File: src/rtl/stopwatch_lap_timer_if.sv
// Control/status bundle between the button/display front end and the stopwatch core.
// The master drives the control pulses and the preset; the slave returns time, flags and lap FIFO state.
interface stopwatch_lap_timer_if #(
  parameter int unsigned LAP_DEPTH = 4
);
  localparam int unsigned TIME_W = 24;
  localparam int unsigned CNT_W  = $clog2(LAP_DEPTH + 1);

  logic              start_stop;
  logic              clear;
  logic              preset_load;
  logic [TIME_W-1:0] preset;
  logic              down_mode;
  logic              lap;
  logic              lap_pop;
  logic [TIME_W-1:0] time_bcd;
  logic              running;
  logic              expired;
  logic              wrap;
  logic [TIME_W-1:0] lap_bcd;
  logic              lap_valid;
  logic [CNT_W-1:0]  lap_count;
  logic              lap_overflow;

  modport master (
    output start_stop, clear, preset_load, preset, down_mode, lap, lap_pop,
    input  time_bcd, running, expired, wrap, lap_bcd, lap_valid, lap_count, lap_overflow
  );

  modport slave (
    input  start_stop, clear, preset_load, preset, down_mode, lap, lap_pop,
    output time_bcd, running, expired, wrap, lap_bcd, lap_valid, lap_count, lap_overflow
  );
endinterface

File: src/rtl/stopwatch_lap_timer.sv
// Stopwatch core: mm:ss:cc BCD up/down counter with 10 ms prescaler, run/stop FSM
// and a show-ahead lap-capture FIFO. All status outputs come straight from registers.
module stopwatch_lap_timer #(
  parameter int unsigned TICK_DIV  = 1000000,
  parameter int unsigned LAP_DEPTH = 4
) (
  input  logic                  clk,
  input  logic                  reset,
  stopwatch_lap_timer_if.slave  bus
);
  localparam int unsigned TIME_W = 24;
  localparam int unsigned NDIG   = 6;
  localparam int unsigned PRE_W  = $clog2(TICK_DIV);
  localparam int unsigned CNT_W  = $clog2(LAP_DEPTH + 1);
  localparam int unsigned PTR_W  = (LAP_DEPTH > 1) ? $clog2(LAP_DEPTH) : 1;

  typedef enum logic {ST_STOP, ST_RUN} state_t;

  state_t            state, state_n;
  logic [PRE_W-1:0]  presc, presc_n;
  logic [TIME_W-1:0] time_q, time_n;
  logic              expired_q, expired_n;
  logic              wrap_q, wrap_n;
  logic              ovf_q, ovf_n;
  logic [CNT_W-1:0]  cnt, cnt_n;
  logic [PTR_W-1:0]  rd, rd_n, wr, wr_n;
  logic [TIME_W-1:0] head_q, head_n;
  logic              do_push, do_pop, tick;
  logic [TIME_W-1:0] mem [LAP_DEPTH];

  // Seconds-tens and minutes-tens digits roll at 5, all others at 9.
  function automatic logic [3:0] dig_lim(input int unsigned i);
    return (i == 3 || i == 5) ? 4'd5 : 4'd9;
  endfunction

  // Returns {carry_out, incremented time}; carry_out marks the 59:59:99 rollover.
  function automatic logic [TIME_W:0] bcd_inc(input logic [TIME_W-1:0] t);
    logic [TIME_W-1:0] r;
    logic              c;
    r = t;
    c = 1'b1;
    for (int unsigned i = 0; i < NDIG; i++) begin
      if (c) begin
        if (r[4*i +: 4] >= dig_lim(i)) r[4*i +: 4] = 4'd0;
        else begin
          r[4*i +: 4] = r[4*i +: 4] + 4'd1;
          c = 1'b0;
        end
      end
    end
    return {c, r};
  endfunction

  function automatic logic [TIME_W-1:0] bcd_dec(input logic [TIME_W-1:0] t);
    logic [TIME_W-1:0] r;
    logic              b;
    r = t;
    b = 1'b1;
    for (int unsigned i = 0; i < NDIG; i++) begin
      if (b) begin
        if (r[4*i +: 4] == 4'd0) r[4*i +: 4] = dig_lim(i);
        else begin
          r[4*i +: 4] = r[4*i +: 4] - 4'd1;
          b = 1'b0;
        end
      end
    end
    return r;
  endfunction

  function automatic logic [TIME_W-1:0] bcd_clamp(input logic [TIME_W-1:0] t);
    logic [TIME_W-1:0] r;
    for (int unsigned i = 0; i < NDIG; i++)
      r[4*i +: 4] = (t[4*i +: 4] > dig_lim(i)) ? dig_lim(i) : t[4*i +: 4];
    return r;
  endfunction

  function automatic logic [PTR_W-1:0] ptr_inc(input logic [PTR_W-1:0] p);
    return (p == PTR_W'(LAP_DEPTH - 1)) ? '0 : p + PTR_W'(1);
  endfunction

  assign tick = (state == ST_RUN) && (presc == PRE_W'(TICK_DIV - 1));

  // Next-state: clear > preset_load > {start_stop, tick, lap FIFO}.
  always_comb begin
    state_n   = state;
    presc_n   = presc;
    time_n    = time_q;
    expired_n = expired_q;
    wrap_n    = 1'b0;
    ovf_n     = ovf_q;
    cnt_n     = cnt;
    rd_n      = rd;
    wr_n      = wr;
    do_push   = 1'b0;
    do_pop    = 1'b0;
    head_n    = '0;

    if (bus.clear) begin
      state_n   = ST_STOP;
      presc_n   = '0;
      time_n    = '0;
      expired_n = 1'b0;
      ovf_n     = 1'b0;
      cnt_n     = '0;
      rd_n      = '0;
      wr_n      = '0;
    end else if (bus.preset_load) begin
      state_n   = ST_STOP;
      presc_n   = '0;
      time_n    = bcd_clamp(bus.preset);
      expired_n = 1'b0;
    end else begin
      if (state == ST_RUN) presc_n = tick ? '0 : presc + PRE_W'(1);

      if (bus.start_stop) begin
        if (state == ST_RUN) state_n = ST_STOP;
        else if (!(bus.down_mode && time_q == '0)) begin
          state_n   = ST_RUN;
          expired_n = 1'b0;
        end
      end

      if (tick) begin
        if (bus.down_mode) begin
          time_n = bcd_dec(time_q);
          if (time_n == '0) begin
            state_n   = ST_STOP;
            expired_n = 1'b1;
          end
        end else begin
          {wrap_n, time_n} = bcd_inc(time_q);
        end
      end

      // A full FIFO still accepts a push when a pop frees a slot in the same cycle.
      do_pop  = bus.lap_pop && (cnt != '0);
      do_push = bus.lap && ((cnt != CNT_W'(LAP_DEPTH)) || do_pop);
      if (bus.lap && !do_push) ovf_n = 1'b1;
      if (do_pop)  rd_n = ptr_inc(rd);
      if (do_push) wr_n = ptr_inc(wr);
      cnt_n = cnt + CNT_W'(do_push) - CNT_W'(do_pop);
    end

    if (cnt_n != '0) head_n = (do_push && rd_n == wr) ? time_q : mem[rd_n];
  end

  always_ff @(posedge clk) begin
    if (reset) begin
      state     <= ST_STOP;
      presc     <= '0;
      time_q    <= '0;
      expired_q <= 1'b0;
      wrap_q    <= 1'b0;
      ovf_q     <= 1'b0;
      cnt       <= '0;
      rd        <= '0;
      wr        <= '0;
      head_q    <= '0;
    end else begin
      state     <= state_n;
      presc     <= presc_n;
      time_q    <= time_n;
      expired_q <= expired_n;
      wrap_q    <= wrap_n;
      ovf_q     <= ovf_n;
      cnt       <= cnt_n;
      rd        <= rd_n;
      wr        <= wr_n;
      head_q    <= head_n;
    end
  end

  always_ff @(posedge clk) begin
    if (!reset && do_push) mem[wr] <= time_q;
  end

  assign bus.time_bcd     = time_q;
  assign bus.running      = (state == ST_RUN);
  assign bus.expired      = expired_q;
  assign bus.wrap         = wrap_q;
  assign bus.lap_bcd      = head_q;
  assign bus.lap_valid    = (cnt != '0);
  assign bus.lap_count    = cnt;
  assign bus.lap_overflow = ovf_q;
endmodule

File: src/flat_wrapper.sv
// flat-port wrapper written by rule: the top's interface ports become plain ports
module stopwatch_lap_timer_flat 
#(
  parameter int unsigned TICK_DIV  = 1000000,
  parameter int unsigned LAP_DEPTH = 4
)
  (clk, reset, bus_start_stop, bus_clear, bus_preset_load, bus_preset, bus_down_mode, bus_lap, bus_lap_pop, bus_time_bcd, bus_running, bus_expired, bus_wrap, bus_lap_bcd, bus_lap_valid, bus_lap_count, bus_lap_overflow);
  stopwatch_lap_timer_if #(.LAP_DEPTH(LAP_DEPTH)) bus_i ();
  input  logic clk;
  input  logic reset;
  input wire logic [$bits(bus_i.start_stop)-1:0] bus_start_stop;
  input wire logic [$bits(bus_i.clear)-1:0] bus_clear;
  input wire logic [$bits(bus_i.preset_load)-1:0] bus_preset_load;
  input wire logic [$bits(bus_i.preset)-1:0] bus_preset;
  input wire logic [$bits(bus_i.down_mode)-1:0] bus_down_mode;
  input wire logic [$bits(bus_i.lap)-1:0] bus_lap;
  input wire logic [$bits(bus_i.lap_pop)-1:0] bus_lap_pop;
  output wire logic [$bits(bus_i.time_bcd)-1:0] bus_time_bcd;
  output wire logic [$bits(bus_i.running)-1:0] bus_running;
  output wire logic [$bits(bus_i.expired)-1:0] bus_expired;
  output wire logic [$bits(bus_i.wrap)-1:0] bus_wrap;
  output wire logic [$bits(bus_i.lap_bcd)-1:0] bus_lap_bcd;
  output wire logic [$bits(bus_i.lap_valid)-1:0] bus_lap_valid;
  output wire logic [$bits(bus_i.lap_count)-1:0] bus_lap_count;
  output wire logic [$bits(bus_i.lap_overflow)-1:0] bus_lap_overflow;
  assign bus_i.start_stop = bus_start_stop;
  assign bus_i.clear = bus_clear;
  assign bus_i.preset_load = bus_preset_load;
  assign bus_i.preset = bus_preset;
  assign bus_i.down_mode = bus_down_mode;
  assign bus_i.lap = bus_lap;
  assign bus_i.lap_pop = bus_lap_pop;
  assign bus_time_bcd = bus_i.time_bcd;
  assign bus_running = bus_i.running;
  assign bus_expired = bus_i.expired;
  assign bus_wrap = bus_i.wrap;
  assign bus_lap_bcd = bus_i.lap_bcd;
  assign bus_lap_valid = bus_i.lap_valid;
  assign bus_lap_count = bus_i.lap_count;
  assign bus_lap_overflow = bus_i.lap_overflow;
  stopwatch_lap_timer #(.TICK_DIV(TICK_DIV), .LAP_DEPTH(LAP_DEPTH)) u_core (.clk(clk), .reset(reset), .bus(bus_i));
endmodule
File: config.mk
export PLATFORM = sky130hd
export DESIGN_NAME = stopwatch_lap_timer_flat
export DESIGN_NICKNAME = d
export VERILOG_FILES = /design/src/rtl/stopwatch_lap_timer_if.sv /design/src/rtl/stopwatch_lap_timer.sv /design/src/flat_wrapper.sv
export SDC_FILE = /design/constraint.sdc
export NUM_CORES = 1
export LEC_CHECK = 0
export BUFFER_PORTS_ARGS = -buffer_cell sky130_fd_sc_hd__buf_2
export CAP_MARGIN = 20
export CORE_MARGIN = 1.5
export CORE_UTILIZATION = 30
export DETAILED_ROUTE_END_ITERATION = 12
export PLACE_DENSITY = 0.49
export SLEW_MARGIN = 5
export SYNTH_ARGS = -nofsm -noshare
export SYNTH_HDL_FRONTEND = slang
export SYNTH_SLANG_ARGS = --single-unit
File: constraint.sdc
create_clock -name clk -period 8.18 [get_ports clk]
set_clock_uncertainty 0.2 [all_clocks]
set_input_delay 0.818 -clock clk [delete_from_list [all_inputs] [get_ports clk]]
set_output_delay 0.818 -clock clk [all_outputs]
set_load 0.01 [all_outputs]
; ---- Word level (Yosys, flattened, before mapping)
; Memory sizes are Yosys's and may differ from the RTL's. A register that Yosys moved wholly into a read port is not among the register bits.
; Index checks and enable logic that the tools add are counted.
[word_totals]
input_bits = 32
mem_bits_ro = 0
output_inout_bits = 56
register_bits = 55
latch_bits = 0
ramBits = 96
elab_cells = 226
n_memories = 1
[memory_table]
columns = memory, words, word_bits, rd, rd_clocked_by_memory_dff, wr, line
row1 = u_core.mem, 4, 24, 1, 1, 1, stopwatch_lap_timer.sv:29  ; logic [TIME_W-1:0] mem [LAP_DEPTH];
[classes]
bitwise = 4
n_eq_ne = 4
multipliers = 0
shifts = 0
muxes = 138
div_mod_pow = 0
n_addsub = 17
n_reduce_logical = 36
magnitude_cmp = 12
[op_table]
columns = cell, count
row1 = 2-to-1 mux 4 bit, 52
row2 = 2-to-1 mux 1 bit, 75
row3 = 2-to-1 mux 24 bit, 3
row4 = zero test 24 bit, 2
row5 = adder 4 x 1 -> 4 bit (second input constant), 6
row6 = zero test 4 bit, 6
row7 = subtractor 4 x 1 -> 4 bit (second input constant), 6
row8 = nonzero test 3 bit, 7
row9 = adder 20 x 1 -> 20 bit (second input constant), 1
row10 = equality test 20 bit (second input constant), 1
row11 = 2-to-1 mux 20 bit, 1
row12 = >= comparator 4 bit (second input constant), 4
row13 = > comparator 4 bit (second input constant), 4
row14 = AND reduction 2 bit, 7
row15 = 2-to-1 mux 2 bit, 5
row16 = >= comparator 4 x 3 -> 1 bit (second input constant), 2
row17 = > comparator 4 x 3 -> 1 bit (second input constant), 2
row18 = logical AND 1 bit, 6
row19 = 2-to-1 mux 3 bit, 2
row20 = OR reduction 6 bit, 1
row21 = adder 2 x 1 -> 2 bit (second input constant), 2
row22 = equality test 2 bit (second input constant), 2
row23 = inverter 1 bit, 4
row24 = OR reduction 2 bit, 2
row25 = 7 further kinds, 8

; ---- Depth between registers and ports, before layout
; Gate-level depths: netlist (run 1).
[logic_depth]
word_depth = 35
depth_mapped = 12
depth_no_buf = 11

; ---- Worst setup path before layout (run 1)
; Ideal clock, no wire load.
[synth_path]
kind = input to register
startpoint = in bus_lap_pop
endpoint = reg u_core.head_q[12], in the netlist u_core.bus.lap_bcd[12], read port of u_core.mem
path_buffers = 1
required_time_ns = 7.843
setup_slack_ns = 4.813
arrival_time_ns = 3.029
setup_ns = 0.137
stages = 10
cell_sequence = nor4b_1 > nor2b_1 > ha_1 > fa_1 > xor2_1 > o21ai_0 > a21oi_1 > a21oi_1 > clkbuf_1 > a211oi_1
[synth_between]
elab_chain_len = 10
word_cells_on_any_way = 13
classes_between = add/sub (2) / mux (5) / bitwise (1) / reduce/logical (5)
[synth_lines]
columns = item, line
row1 = start: declaration, flat_wrapper.sv:17  ; input wire logic [$bits(bus_i.lap_pop)-1:0] bus_lap_pop;
row2 = logical AND 1 bit *, stopwatch_lap_timer.sv:137  ; do_pop = bus.lap_pop && (cnt != '0);
row3 = logical OR 1 bit, stopwatch_lap_timer.sv:138  ; do_push = bus.lap && ((cnt != CNT_W'(LAP_DEPTH)) || do_pop);
row4 = logical AND 1 bit, stopwatch_lap_timer.sv:138
row5 = adder 3 x 1 -> 3 bit, stopwatch_lap_timer.sv:142  ; cnt_n = cnt + CNT_W'(do_push) - CNT_W'(do_pop);
row6 = subtractor 3 x 1 -> 3 bit, stopwatch_lap_timer.sv:142
row7 = 2-to-1 mux 3 bit, stopwatch_lap_timer.sv:108  ; end else if (bus.preset_load) begin
row8 = 2-to-1 mux 3 bit, stopwatch_lap_timer.sv:99  ; if (bus.clear) begin
row9 = nonzero test 3 bit, stopwatch_lap_timer.sv:145  ; if (cnt_n != '0) head_n = (do_push && rd_n == wr) ? time_q : mem[rd_n];
row10 = inverter 1 bit (no source line), -
row11 = OR reduction 2 bit (no source line), -
row12 = end: declaration, stopwatch_lap_timer.sv:27  ; logic [TIME_W-1:0] head_q, head_n;
; Mark *: on every way between the ends. The rest lies on a longest branch, timed or not.
; A chain may end at the register's enable or synchronous reset.

; ---- Final worst setup path (run 1)
[layout_path]
startpoint = reg u_core.time_q[0], in the netlist u_core.bus.time_bcd[0]
endpoint = reg u_core.state, in the netlist u_core.bus.running
[layout_between]
elab_chain_len = 35
word_cells_on_any_way = 66
classes_between = add/sub (1) / mux (61) / reduce/logical (4)
[layout_lines]
columns = item, line
row1 = start: declaration, stopwatch_lap_timer.sv:21  ; logic [TIME_W-1:0] time_q, time_n;
row2 = start signal: assignment, stopwatch_lap_timer.sv:163  ; time_q <= time_n;
row3 = zero test 4 bit, stopwatch_lap_timer.sv:61  ; if (r[4*i +: 4] == 4'd0) r[4*i +: 4] = dig_lim(i);
row4 = 2-to-1 mux 1 bit, stopwatch_lap_timer.sv:61
row5 = 2-to-1 mux 1 bit, stopwatch_lap_timer.sv:125  ; if (bus.down_mode) begin
row6 = 2-to-1 mux 1 bit, stopwatch_lap_timer.sv:124  ; if (tick) begin
row7 = 2-to-1 mux 1 bit, stopwatch_lap_timer.sv:108
row8 = 2-to-1 mux 1 bit, stopwatch_lap_timer.sv:99
row9 = 2-to-1 mux 1 bit, stopwatch_lap_timer.sv:60  ; if (b) begin
row10 = 2-to-1 mux 1 bit, stopwatch_lap_timer.sv:125
row11 = (+19 left out), -
row12 = 2-to-1 mux 4 bit, stopwatch_lap_timer.sv:125
row13 = 2-to-1 mux 4 bit, stopwatch_lap_timer.sv:124
row14 = 2-to-1 mux 4 bit, stopwatch_lap_timer.sv:108
row15 = 2-to-1 mux 4 bit, stopwatch_lap_timer.sv:99
row16 = zero test 24 bit, stopwatch_lap_timer.sv:127  ; if (time_n == '0) begin
row17 = 2-to-1 mux 1 bit, stopwatch_lap_timer.sv:127
row18 = 2-to-1 mux 1 bit, stopwatch_lap_timer.sv:125
row19 = 2-to-1 mux 1 bit *, stopwatch_lap_timer.sv:124
row20 = end signal: assignment, stopwatch_lap_timer.sv:161  ; state <= state_n;
row21 = end: declaration, stopwatch_lap_timer.sv:19  ; state_t state, state_n;
; Mark *: on every way between the ends. The rest lies on a longest branch, timed or not. The select of a mux whose other input is x is not followed.

==> results of run 1 <==
[cell families (layout without fill, tap and decap cells)]
group,count (synthesis),after routing,share of synthesized area [%]
simple gates,319,319,18.3
compound gates,253,253,19.1
flops,175,175,50.9
buf+inv,92,161,4.35
fa+ha+maj,28,28,4.08
xor+xnor,22,22,2.20
mux,9,9,1.04
[synthesized netlist by cell type, types with 4 or more instances]
library cell	instances	area (sq um)
edfxtp_1	96	2880
nand2_1	95	357
a21oi_1	88	440
nor2_1	85	319
dfxtp_1	79	1580
clkbuf_1	45	169
o21ai_0	32	160
a211oi_1	30	225
inv_1	29	109
ha_1	27	338
nand3_1	26	130
a22o_1	25	219
nor3_1	15	75.1
xor2_1	15	131
o211ai_1	13	97.6
nand2b_1	11	68.8
or3_1	10	62.6
nand4_1	9	56.3
a31oi_1	8	50.1
and2_1	8	50.1
buf_2	8	40.0
mux2i_1	8	80.1
and3_1	7	43.8
and4_1	7	61.3
nand3b_1	7	52.6
nor3b_1	7	52.6
xnor2_1	7	61.3
a311oi_1	5	43.8
nor4_1	5	31.3
a211o_1	4	35.0
a22oi_1	4	30.0
buf_1	4	15.0
nand4b_1	4	35.0
or4_1	4	30.0
[area by class of cell]
| class | instances | area (sq um) |
|---|---|---|
| clock buffers | 17 | 425 |
| clock inverters | 15 | 189 |
| fillers | 2905 | 18600 |
| inverters | 30 | 113 |
| multi-input cells | 631 | 3940 |
| flip-flops and latches | 175 | 4460 |
| well taps | 384 | 480 |
| repair buffers | 99 | 546 |
[sequential cells by signal, indices dropped and copies added (netlist names)]
name / cells
u_core.rd: 2
u_core.mem: 96
u_core.bus.lap_bcd: 24
u_core.bus.expired: 1
u_core.wr: 2
u_core.bus.lap_overflow: 1
u_core.bus.wrap: 1
u_core.bus.lap_count: 3
u_core.bus.running: 1
u_core.presc: 20
u_core.bus.time_bcd: 24
[path summary, 6_finish.rpt]
kind         slack, ns                                  from                                   end  cells after the start
max               4.53   u_core.bus.time_bcd[0]$_SDFFE_PP0P_         u_core.bus.running$_SDFF_PP0_                      9
min               0.28  u_core.bus.lap_overflow$_SDFFE_PP0P_  u_core.bus.lap_overflow$_SDFFE_PP0P_                      2
max reg2reg       4.53   u_core.bus.time_bcd[0]$_SDFFE_PP0P_         u_core.bus.running$_SDFF_PP0_                      9
min reg2reg       0.28  u_core.bus.lap_overflow$_SDFFE_PP0P_  u_core.bus.lap_overflow$_SDFFE_PP0P_                      2
[routing by layer]
layer | up-vias | share of wire (%) | wire length [microns]
met2 | 148 | 46 | 11100
met4 | 2 | 1.3 | 311
met3 | 20 | 4.7 | 1120
met1 | 3300 | 47 | 11300
met5 | - | 0.050 | 12
li1 | 3428 | - | -
[through the flow]
stage                     total power, mW  hold WS (ns)
after floorplan                      1.09         0.258
after global placement               1.15         0.271
after detailed placement             1.14         0.267
after CTS                            2.00         0.283
after global routing                 2.05         0.321
final                                1.97         0.276
[worst max-delay path: stages (launching register included)]
cell and delay (ns):
dfxtp_1 0.45, inv_1 0.22, ha_1 0.37, nor3b_1 0.57
buf_4 0.27, nand4_1 0.30, or4_1 0.51, a21oi_1 0.26
nand2b_1 0.17, o21ba_1 0.20
[power groups by stage]
| stage | sequential (mW) | clock (mW) | combinational (mW) |
|---|---|---|---|
| after floorplan | 0.966 | 0 | 0.120 |
| after global routing | 0.956 | 0.906 | 0.190 |
| after CTS | 0.954 | 0.875 | 0.172 |
| after detailed placement | 0.974 | 0 | 0.171 |
| final | 0.954 | 0.850 | 0.170 |
| after global placement | 0.974 | 0 | 0.171 |
==> impl_summary.txt, run 1 <==
----------------------------------------------------
[Status]
  Result of the run ... completed

[Yosys]
  Synth async-reset ratio ... 0%
  Number of standard cells after synthesis ... 898
  Mapped cell area ... 0.00877 sq mm
  Number of unique standard cell types used by synthesis ... 74
  Synthesized netlist net count ... 958
  Flop and latch count out of synthesis ... 175
  Yosys warning total ... 0
  Sequential element share of the synthesized area ... 50.9%
  Number of enable-type register cells in the synthesized netlist ... 96
  Top FF cell, synth ... edfxtp_1
  Mean instance size in the synthesized netlist ... 9.77 sq um

[Global routing]
  Vias in the first global route ... 6,711
  Global Route Usage Sum ... 16.0%
  Top Usage Layer GRT ... met2
  Largest net degree at the start of global routing ... 50
  Grt met3 use ... 3.32%
  Wire length of the first global-routing pass ... 37,700 microns
  Antenna violations before repair ... 1
  Met2 Use GR ... 26.4%
  Remaining Overflow, GRT ... 0
  Fraction of met1 tracks used by global routing ... 21.3%

[Worst hold path]
  Class of the most critical hold timing path ... reg2reg

[Route]
  Sum of routed wire length over all layers ... 23,800 microns
  Total via count in the routed design ... 6,898
  Number of remaining DRC errors ... 0
  Vias per inst ... 5.11
  Routed Antenna Nets ... 0
  DRT iter0 DRCs ... 369
  Router iterations before antenna repair ... 5
  WL/cell ... 17.6 microns

[CTS]
  Library cell used as clock root buffer ... clkbuf_16
  Worst skew pair latency ... 0.44 ns
  Post-cts sizing count ... 0
  Clk sink count ... 175
  Number of setup buffers added after CTS ... 0
  Number of buffers added to fix hold violations after cts ... 0
  H-tree depth reported by CTS ... 4
  Clock-pin slew on the worst setup and hold paths ... 0.08 ns
  TritonCTS buffer count ... 17
  Clock tree from TritonCTS ... done
  Max Root-Sink Buffers ... 2

[Power]
  Standby leakage power ... 3.89 nW
  Switching power ... 509 uW
  Power Density ... 194 mW/mm^2
  Sequential share of power ... 48.3%
  Internal power contribution ... 1.46 mW
  Switching power share of the total ... 25.8%
  Maximum resistive drop on vdd ... 135 uV
  Proportion of power drawn by combinational gates ... 8.6%
  Clock group share of total power ... 43.0%

[Cells and area]
  Final cell utilization of the core ... 35.3%
  Post-layout nets ... 1,014
  Area growth from synthesis to layout ... 15.8%
  Top library cells by usage in the layout, fill and taps aside ... edfxtp_1, nand2_1, a21oi_1, buf_2, nor2_1
  Final non-filler cell total ... 1,351
  Antenna Diode Count ... 0
  Most frequent standard cell in the layout excluding fill and tap cells ... edfxtp_1
  Share of final-layout standard cells stronger than drive strength 1 ... 15.1%
  Post-Layout Inst Area ... 0.0102 sq mm

[Timing]
  Total Neg Setup Slack ... 0 ns
  Final Critical Period ... 3.65 ns
  Slew HR ... 33.2%
  Final number of hold-violating endpoints ... 0
  Final setup fails ... 0
  Setup slack of the critical path after layout ... 4.53 ns
  Fmax ... 274 MHz
  Setup repair after global routing missed its margin ... false
  Slew at the pin closest to its max-slew limit ... 1.00 ns
  Tcrit/Tclk final ... 44.6%
  Max Transition Viols Final ... 0

[Die]
  Die footprint ... 0.0303 sq mm
  Height of the chip ... 174 microns
  Area of the core ... 0.0288 sq mm
  Effective utilization at floorplan ... 30.5%
  Horizontal die dimension ... 174 microns
  Number of rows created at floorplan ... 62
  Number of I/O pins ... 88

[Critical path]
  Type of destination of the critical path ... register
  Max Fanout on Critical Path ... 11
  CP Data Arrival Time ... 3.77 ns
  Classification of the worst setup path ... reg2reg
  Critical Path Source Type ... register
  Required time reported for the critical path endpoint ... 8.30 ns

[Run]
  MaxCap Viol Count ... 0

[Placed design]
  Placement-stage worst setup slack ... 4.29 ns
  Total cell area at the placement stage ... 0.00952 sq mm
  Number of placed instances with taps included ... 1,318
  Count of input and output buffers ... 87
  Gp weighted congestion ... 0.809
  Post-detailed-placement half-perimeter wirelength ... 15,500 microns

----------------------------------------------------
(Power assumes the default switching activity.)
==> run 2: changes to the inputs <==
==> constraint.sdc (replaced) <==
create_clock -name clk -period 3.6 [get_ports clk]
set_clock_uncertainty 0.2 [all_clocks]
set_input_delay 0.36 -clock clk [delete_from_list [all_inputs] [get_ports clk]]
set_output_delay 0.36 -clock clk [all_outputs]
set_load 0.01 [all_outputs]
==> run 2 against run 1 <==
Effect of this change:
- register-to-register slack lost 4.1 ns
- clock power grew 130%
- routed wire length grew 1.5%
- largest power group unchanged
==> impl_summary.txt, run 2 (synthesis results as in run 1) <==
----------------------------------------------------
[Power]
  Internal power contribution ... 3.40 mW (+130%)
  Maximum resistive drop on vdd ... 303 uV (+130%)
  Switching power share of the total ... 24.9% (-0.93 points)
  Switching power ... 1.13 mW (+120%)
  Standby leakage power ... 4.03 nW (+3.5%)
  Clock group share of total power ... 43.0% (about the same)
  Power Density ... 436 mW/mm^2 (+120%)
  Power Total ... 4.53 mW (+130%)
  Sequential share of power ... 47.4% (-0.9 points)
  Proportion of power drawn by combinational gates ... 9.6% (+1.0 points)

[Placed design]
  Post-detailed-placement half-perimeter wirelength ... 15,900 microns (+2.9%)
  Total cell area at the placement stage ... 0.00971 sq mm (+2.0%)
  Number of placed instances with taps included ... 1,345 (+2.0%)
  Gp weighted congestion ... 0.794 (-1.9%)
  Count of input and output buffers ... 87 (unchanged)

[Die]
  Number of rows created at floorplan ... 62 (unchanged)
  Area of the core ... 0.0288 sq mm (unchanged)
  Number of I/O pins ... 88 (unchanged)
  Effective utilization at floorplan ... 30.5% (unchanged)
  Height of the chip ... 174 microns (unchanged)
  Horizontal die dimension ... 174 microns (unchanged)
  Die footprint ... 0.0303 sq mm (unchanged)

[Timing]
  Worst hold slack across all endpoints ... 0.0172 ns (-0.258 ns)
  Fmax ... 313 MHz (+14%)
  Slew HR ... 48.9% (+16 points)
  Setup repair after global routing missed its margin ... false
  Final number of hold-violating endpoints ... 0 (unchanged)
  Slew at the pin closest to its max-slew limit ... 0.758 ns (-0.243 ns)
  Tcrit/Tclk final ... 88.8% (+44 points)
  Final setup fails ... 0 (unchanged)
  Final Critical Period ... 3.20 ns (-0.449 ns)
  Total Neg Setup Slack ... 0 ns (unchanged)
  Max Transition Viols Final ... 0 (unchanged)

[Critical path]
  Count of cells along the worst register-to-register path ... 12 (+3)
  CP Data Arrival Time ... 3.34 ns (-0.43 ns)
  Required time reported for the critical path endpoint ... 3.75 ns (-4.55 ns)
  Endpoint of the most critical register-to-register path ... u_core.bus.lap_bcd[4]$_SDFF_PP0_
  Sequence of cells on the critical path ... o31ai_1 -> inv_1 -> ha_1 -> inv_1 -> ha_1 -> fa_1 -> xor2_1 -> or3_1 -> a21oi_1 -> a21oi_2 -> buf_4 -> a211oi_1
  Classification of the worst setup path ... reg2reg
  Launching point of the worst reg2reg path ... u_core.bus.lap_count[0]$_SDFF_PP0_
  CP Launch Point ... u_core.bus.lap_count[0]$_SDFF_PP0_
  Slowest cell on the critical path ... fa_1
  Worst-case register-to-register setup slack ... 0.40 ns (-4.13 ns)
  Type of destination of the critical path ... register
  Max Fanout on Critical Path ... 24 (+13)
  Crit path largest cell delay ... 0.37 ns (-0.20 ns)
  Critical Path Source Type ... register

[Cells and area]
  Most frequent standard cell in the layout excluding fill and tap cells ... edfxtp_1
  Number of flip-flops under the largest register name ... 96 (unchanged)
  Post-layout nets ... 1,046 (+3.2%)
  Share of final-layout standard cells stronger than drive strength 1 ... 17.0% (+1.9 points)
  Post-Layout Inst Area ... 0.0104 sq mm (+2.3%)
  Final non-filler cell total ... 1,383 (+2.4%)
  Top library cells by usage in the layout, fill and taps aside ... edfxtp_1, nand2_1, a21oi_1, buf_2, nor2_1
  Antenna Diode Count ... 0 (unchanged)
  Area growth from synthesis to layout ... 18.4%
  Largest register by flop count ... u_core.mem

[Worst hold path]
  Hold depth ... 3 (+1)
  Hold Path Sink ... u_core.bus.time_bcd[7]$_SDFFE_PP0P_
  Worst min-delay path startpoint ... bus_preset[7]
  Class of the most critical hold timing path ... in2reg

[Route]
  Number of remaining DRC errors ... 0 (unchanged)
  Vias per inst ... 5.08 (-0.59%)
  Router iterations before antenna repair ... 7 (+2)
  Total via count in the routed design ... 7,020 (+1.8%)
  Sum of routed wire length over all layers ... 24,100 microns (+1.5%)
  DRT iter0 DRCs ... 446 (+21%)
  WL/cell ... 17.5 microns (-0.89%)
  Routed Antenna Nets ... 0 (unchanged)

[CTS]
  Clock tree from TritonCTS ... done
  H-tree depth reported by CTS ... 4 (unchanged)
  Max Root-Sink Buffers ... 2 (unchanged)
  Clock-pin slew on the worst setup and hold paths ... 0.07 ns (about the same)
  Clk sink count ... 175 (unchanged)
  TritonCTS buffer count ... 17 (unchanged)
  Number of setup buffers added after CTS ... 0 (unchanged)
  Library cell used as clock root buffer ... clkbuf_16
  Worst skew pair latency ... 0.43 ns (about the same)

[Global routing]
  Vias in the first global route ... 6,860 (+2.2%)
  Antenna violations before repair ... 0 (-1)
  Remaining Overflow, GRT ... 0 (unchanged)
  Wire length of the first global-routing pass ... 38,600 microns (+2.3%)
  Largest net degree at the start of global routing ... 49 (-2.0%)
  Global Route Usage Sum ... 16.4% (+0.35 points)

[Run]
  MaxCap Viol Count ... 0 (unchanged)

[Status]
  Result of the run ... completed

----------------------------------------------------
[run 2: cell count changes in the layout (fill, tap and decap cells not counted), moves of 2 or more]
cell,before,now
inv_6,5,3
clkinvlp_4,0,3
buf_4,11,38
inv_8,5,3
dlygate4sd3_1,0,6
clkbuf_1,0,3
[run 2: how the worst max path moves through the flow]
stage	cells after the start	slack, ns	end
2_1_floorplan	12	0.45	u_core.bus.lap_bcd[12]$_SDFF_PP0_
3_3_place_gp	8	0.25	u_core.bus.time_bcd[20]$_SDFFE_PP0P_
3_5_place_dp	8	0.30	u_core.bus.time_bcd[20]$_SDFFE_PP0P_
4_1_cts	8	0.26	u_core.bus.time_bcd[20]$_SDFFE_PP0P_
5_1_grt	12	0.18	u_core.bus.lap_bcd[3]$_SDFF_PP0_
6_report	12	0.40	u_core.bus.lap_bcd[4]$_SDFF_PP0_
[run 2: what timing repair did]
item	CTS	global route
endpoints found under the setup margin	0	1
endpoints found under the hold margin	7	0
gates resized for setup	0	1
hold buffers	6	0
[run 2: power by group through the flow]
stage                     sequential [mW]  combinational (mW)  clock (mW)
after floorplan                      2.19               0.272           0
after global placement               2.19               0.430           0
after CTS                            2.15               0.437        2.00
after detailed placement             2.19               0.430           0
after global routing                 2.15               0.482        2.07
final                                2.15               0.434        1.95
[run 2: routing by layer]
layer	track usage, %	wire [microns]
met5	0	0
met4	4.20	223
met3	3.26	1020
met2	27.5	11600
met1	21.5	11300
[run 2: final cells by class]
| type | count | area, sq um |
|---|---|---|
| fill | 2954 | 18400 |
| sequential | 175 | 4460 |
| multi-input combinational | 631 | 3940 |
| inverter | 30 | 113 |
| clock inverter | 12 | 173 |
| clock buffer | 20 | 437 |
| tap | 384 | 480 |
| timing repair buffer | 131 | 781 |
[run 2: per-stage QoR]
step,setup slack [ns],utilization (%)
3_5_place_dp,0.300,33.7
2_1_floorplan,0.446,-
5_1_grt,0.177,36.1
3_3_place_gp,0.251,33.7
6_report,0.403,36.1
4_1_cts,0.262,36.1
[run 2: critical path: cells and delay by family (launching register included)]
| family | cells | cell delay (ns) |
|---|---|---|
| simple gates | 1 | 0.30 |
| xor+xnor | 1 | 0.16 |
| compound gates | 4 | 0.80 |
| flops | 1 | 0.35 |
| buf+inv | 3 | 0.43 |
| fa+ha+maj | 3 | 0.87 |
==> run 3: changes to the inputs <==
--- a/config.mk
+++ b/config.mk
@@ -5,6 +5,7 @@
 export SDC_FILE = /design/constraint.sdc
 export NUM_CORES = 1
 export LEC_CHECK = 0
+export ABC_AREA = 1
 export BUFFER_PORTS_ARGS = -buffer_cell sky130_fd_sc_hd__buf_2
 export CAP_MARGIN = 20
 export CORE_MARGIN = 1.5
==> run 3 against run 2 <==
Effect of this change:
- sequential share of layout area shrank 0.73 points
- clock power is essentially flat
- global-route usage shrank 0.82 points
- total power grew 1.9%
- combinational power grew 15%
- hold slack gained 0.020 ns
- critical path type unchanged
- critical endpoint is now u_core.bus.lap_bcd[10]$_SDFF_PP0_
==> impl_summary.txt, run 3 <==
----------------------------------------------------
[Power]
  Maximum resistive drop on vdd ... 294 uV (-2.9%)
  Clock group share of total power ... 42.1% (-0.9 points)
  Standby leakage power ... 4.45 nW (+10%)
  Switching power ... 1.30 mW (+15%)
  Proportion of power drawn by combinational gates ... 10.9% (+1.3 points)
  Internal power contribution ... 3.32 mW (-2.5%)
  Switching power share of the total ... 28.1% (+3.3 points)
  Power Density ... 436 mW/mm^2 (+0.20%)
  Sequential share of power ... 47.0% (-0.4 points)

[Timing]
  Final number of hold-violating endpoints ... 0 (unchanged)
  Setup repair after global routing missed its margin ... false
  Tcrit/Tclk final ... 81.5% (-7.4 points)
  Final setup fails ... 0 (unchanged)
  Final Critical Period ... 2.93 ns (-0.265 ns)
  Fmax ... 341 MHz (+9.0%)
  Total Neg Setup Slack ... 0 ns (unchanged)
  Max Transition Viols Final ... 0 (unchanged)
  Slew HR ... 33.5% (-15 points)
  Slew at the pin closest to its max-slew limit ... 0.972 ns (+0.214 ns)

[Route]
  Sum of routed wire length over all layers ... 23,500 microns (-2.5%)
  Routed Antenna Nets ... 0 (unchanged)
  Number of remaining DRC errors ... 0 (unchanged)
  Total via count in the routed design ... 7,414 (+5.6%)
  WL/cell ... 14.8 microns (-15%)
  Vias per inst ... 4.65 (-8.4%)
  Router iterations before antenna repair ... 5 (-2)
  DRT iter0 DRCs ... 379 (-15%)

[Die]
  Number of I/O pins ... 88 (unchanged)
  Number of rows created at floorplan ... 63 (+1.6%)
  Effective utilization at floorplan ... 30.6% (+0.075 points)
  Horizontal die dimension ... 177 microns (+1.7%)
  Height of the chip ... 177 microns (+1.7%)
  Die footprint ... 0.0313 sq mm (+3.4%)
  Area of the core ... 0.0297 sq mm (+3.3%)

[Yosys]
  Sequential element share of the synthesized area ... 49.2% (-1.7 points)
  Most area-hungry cell type in the Yosys netlist ... edfxtp_1
  Synth top cells by count ... nand2_1, inv_1, nor2_1
  Synth async-reset ratio ... 0% (unchanged)
  Library cell with the highest instance count after synthesis ... nand2_1
  Number of standard cells after synthesis ... 1,109 (+23%)
  Fraction of post-synthesis cell area in the top cell type by area ... 31.7% (-1.1 points)
  Number of unique standard cell types used by synthesis ... 47 (-36%)
  Yosys warning total ... 0 (unchanged)
  Number of enable-type register cells in the synthesized netlist ... 96 (unchanged)
  Mean instance size in the synthesized netlist ... 8.19 sq um (-16%)
  Mapped cell area ... 0.00908 sq mm (+3.5%)
  Top FF cell, synth ... edfxtp_1
  Synthesized netlist net count ... 1,169 (+22%)
  Top post-synthesis cells by area ... edfxtp_1, dfxtp_1, nand2_1
  Flop and latch count out of synthesis ... 175 (unchanged)

[CTS]
  Library cell used as clock root buffer ... clkbuf_16
  Clock tree from TritonCTS ... done
  H-tree depth reported by CTS ... 4 (unchanged)
  Worst skew pair latency ... 0.43 ns (about the same)
  Number of setup buffers added after CTS ... 0 (unchanged)
  Post-cts sizing count ... 0 (unchanged)
  Max Root-Sink Buffers ... 2 (unchanged)
  Clk sink count ... 175 (unchanged)
  TritonCTS buffer count ... 17 (unchanged)
  Clock-pin slew on the worst setup and hold paths ... 0.07 ns (about the same)

[Global routing]
  Antenna violations before repair ... 0 (unchanged)
  Global Route Usage Sum ... 15.6% (-0.82 points)
  Remaining Overflow, GRT ... 0 (unchanged)
  Wire length of the first global-routing pass ... 37,700 microns (-2.2%)
  Largest net degree at the start of global routing ... 98 (+100%)
  Vias in the first global route ... 6,997 (+2.0%)

[Cells and area]
  Post-layout nets ... 1,251 (+20%)
  Area growth from synthesis to layout ... 16.4%
  Final non-filler cell total ... 1,594 (+15%)
  Antenna Diode Count ... 0 (unchanged)
  Final cell utilization of the core ... 35.6% (-0.53 points)
  Number of flip-flops under the largest register name ... 96 (unchanged)
  Share of final-layout standard cells stronger than drive strength 1 ... 15.0% (-2.1 points)
  Most frequent standard cell in the layout excluding fill and tap cells ... nand2_1
  Largest register by flop count ... u_core.mem
  Top library cells by usage in the layout, fill and taps aside ... nand2_1, inv_1, nor2_1, edfxtp_1, buf_2

[Critical path]
  Classification of the worst setup path ... reg2reg
  CP Data Arrival Time ... 3.10 ns (-0.24 ns)
  Critical Path Source Type ... register
  Max Fanout on Critical Path ... 24 (unchanged)
  Required time reported for the critical path endpoint ... 3.77 ns (+0.02 ns)
  Type of destination of the critical path ... register

[Worst hold path]
  Class of the most critical hold timing path ... in2reg

[Placed design]
  Gp weighted congestion ... 0.874 (+10%)
  Count of input and output buffers ... 87 (unchanged)
  Number of placed instances with taps included ... 1,560 (+16%)
  Post-detailed-placement half-perimeter wirelength ... 16,600 microns (+4.0%)

[Status]
  Result of the run ... completed

[Run]
  MaxCap Viol Count ... 0 (unchanged)

----------------------------------------------------
run 3: per-layer routing:
metal	GRT usage [%]	part of all wire, %
met1	20.6	49
met3	2.51	3.2
met4	4.38	1.4
met2	26.1	47
met5	0	0
run 3: logic make-up (layout without fill, tap and decap cells):
kind of cell / Yosys count / count (layout) / synth area share [%]
flip-flops: 175 / 175 / 49.2
AO/OA/AOI/OAI: 199 / 199 / 12.7
XOR/XNOR: 18 / 18 / 1.74
buffers and inverters: 186 / 281 / 8.45
adder cells (fa/ha/maj): 28 / 28 / 3.94
AND/OR/NAND/NOR: 503 / 503 / 24.0
run 3: worst max-delay path, stage by stage (launching register included):
cell	delay, ns
dfxtp_1	0.33
nor2_2	0.16
a21oi_2	0.08
ha_1	0.27
inv_1	0.04
ha_1	0.20
fa_1	0.38
a21oi_1	0.15
o21ai_1	0.09
a21oi_1	0.11
o21ai_0	0.16
a31oi_2	0.16
buf_4	0.33
nand2_1	0.10
nor2_1	0.08
run 3: power groups by stage:
| stage | sequential (mW) | combinational [mW] | clock (mW) |
|---|---|---|---|
| 3_5_place_dp | 2.22 | 0.503 | 0 |
| 6_report | 2.17 | 0.501 | 1.94 |
| 4_1_cts | 2.17 | 0.507 | 1.99 |
| 2_1_floorplan | 2.21 | 0.342 | 0 |
| 5_1_grt | 2.18 | 0.572 | 2.07 |
| 3_3_place_gp | 2.22 | 0.501 | 0 |
run 3: timing repair:
| action | 4_1_cts | 5_1_grt |
|---|---|---|
| hold buffers | 2 | 0 |
| setup endpoints to repair | 0 | 0 |
| endpoints found under the hold margin | 5 | 0 |
run 3: per-stage QoR:
stage / hold WS, ns / worst slack, ns / area [sq um] / total power, mW
4_1_cts: 0.0187 / 0.656 / 10600 / 4.67
6_report: 0.0368 / 0.668 / 10600 / 4.61
3_5_place_dp: 0.264 / 0.646 / 9910 / 2.72
5_1_grt: 0.0388 / 0.408 / 10600 / 4.82
3_3_place_gp: 0.273 / 0.706 / 9910 / 2.72
2_1_floorplan: 0.232 / 0.801 / 9080 / 2.56
run 3: area by class of cell:
type                    instances  area [sq um]
multi-input cells             748          3870
inverters                     146           548
clock buffers                  17           425
flip-flops and latches        175          4460
repair buffers                103           561
fillers                      3121         19100
well taps                     390           488
clock inverters                15           218
run 3: path summary, 6_finish.rpt:
kind                            slack (ns)                                 start                              endpoint  depth (start not counted)
worst min register to register        0.28  u_core.bus.lap_overflow$_SDFFE_PP0P_  u_core.bus.lap_overflow$_SDFFE_PP0P_                          1
worst max register to register        0.67    u_core.bus.lap_count[1]$_SDFF_PP0_     u_core.bus.lap_bcd[10]$_SDFF_PP0_                         14
worst min-delay path                  0.04                        bus_preset[13]  u_core.bus.time_bcd[13]$_SDFFE_PP0P_                          3
worst max-delay path                  0.67    u_core.bus.lap_count[1]$_SDFF_PP0_     u_core.bus.lap_bcd[10]$_SDFF_PP0_                         14
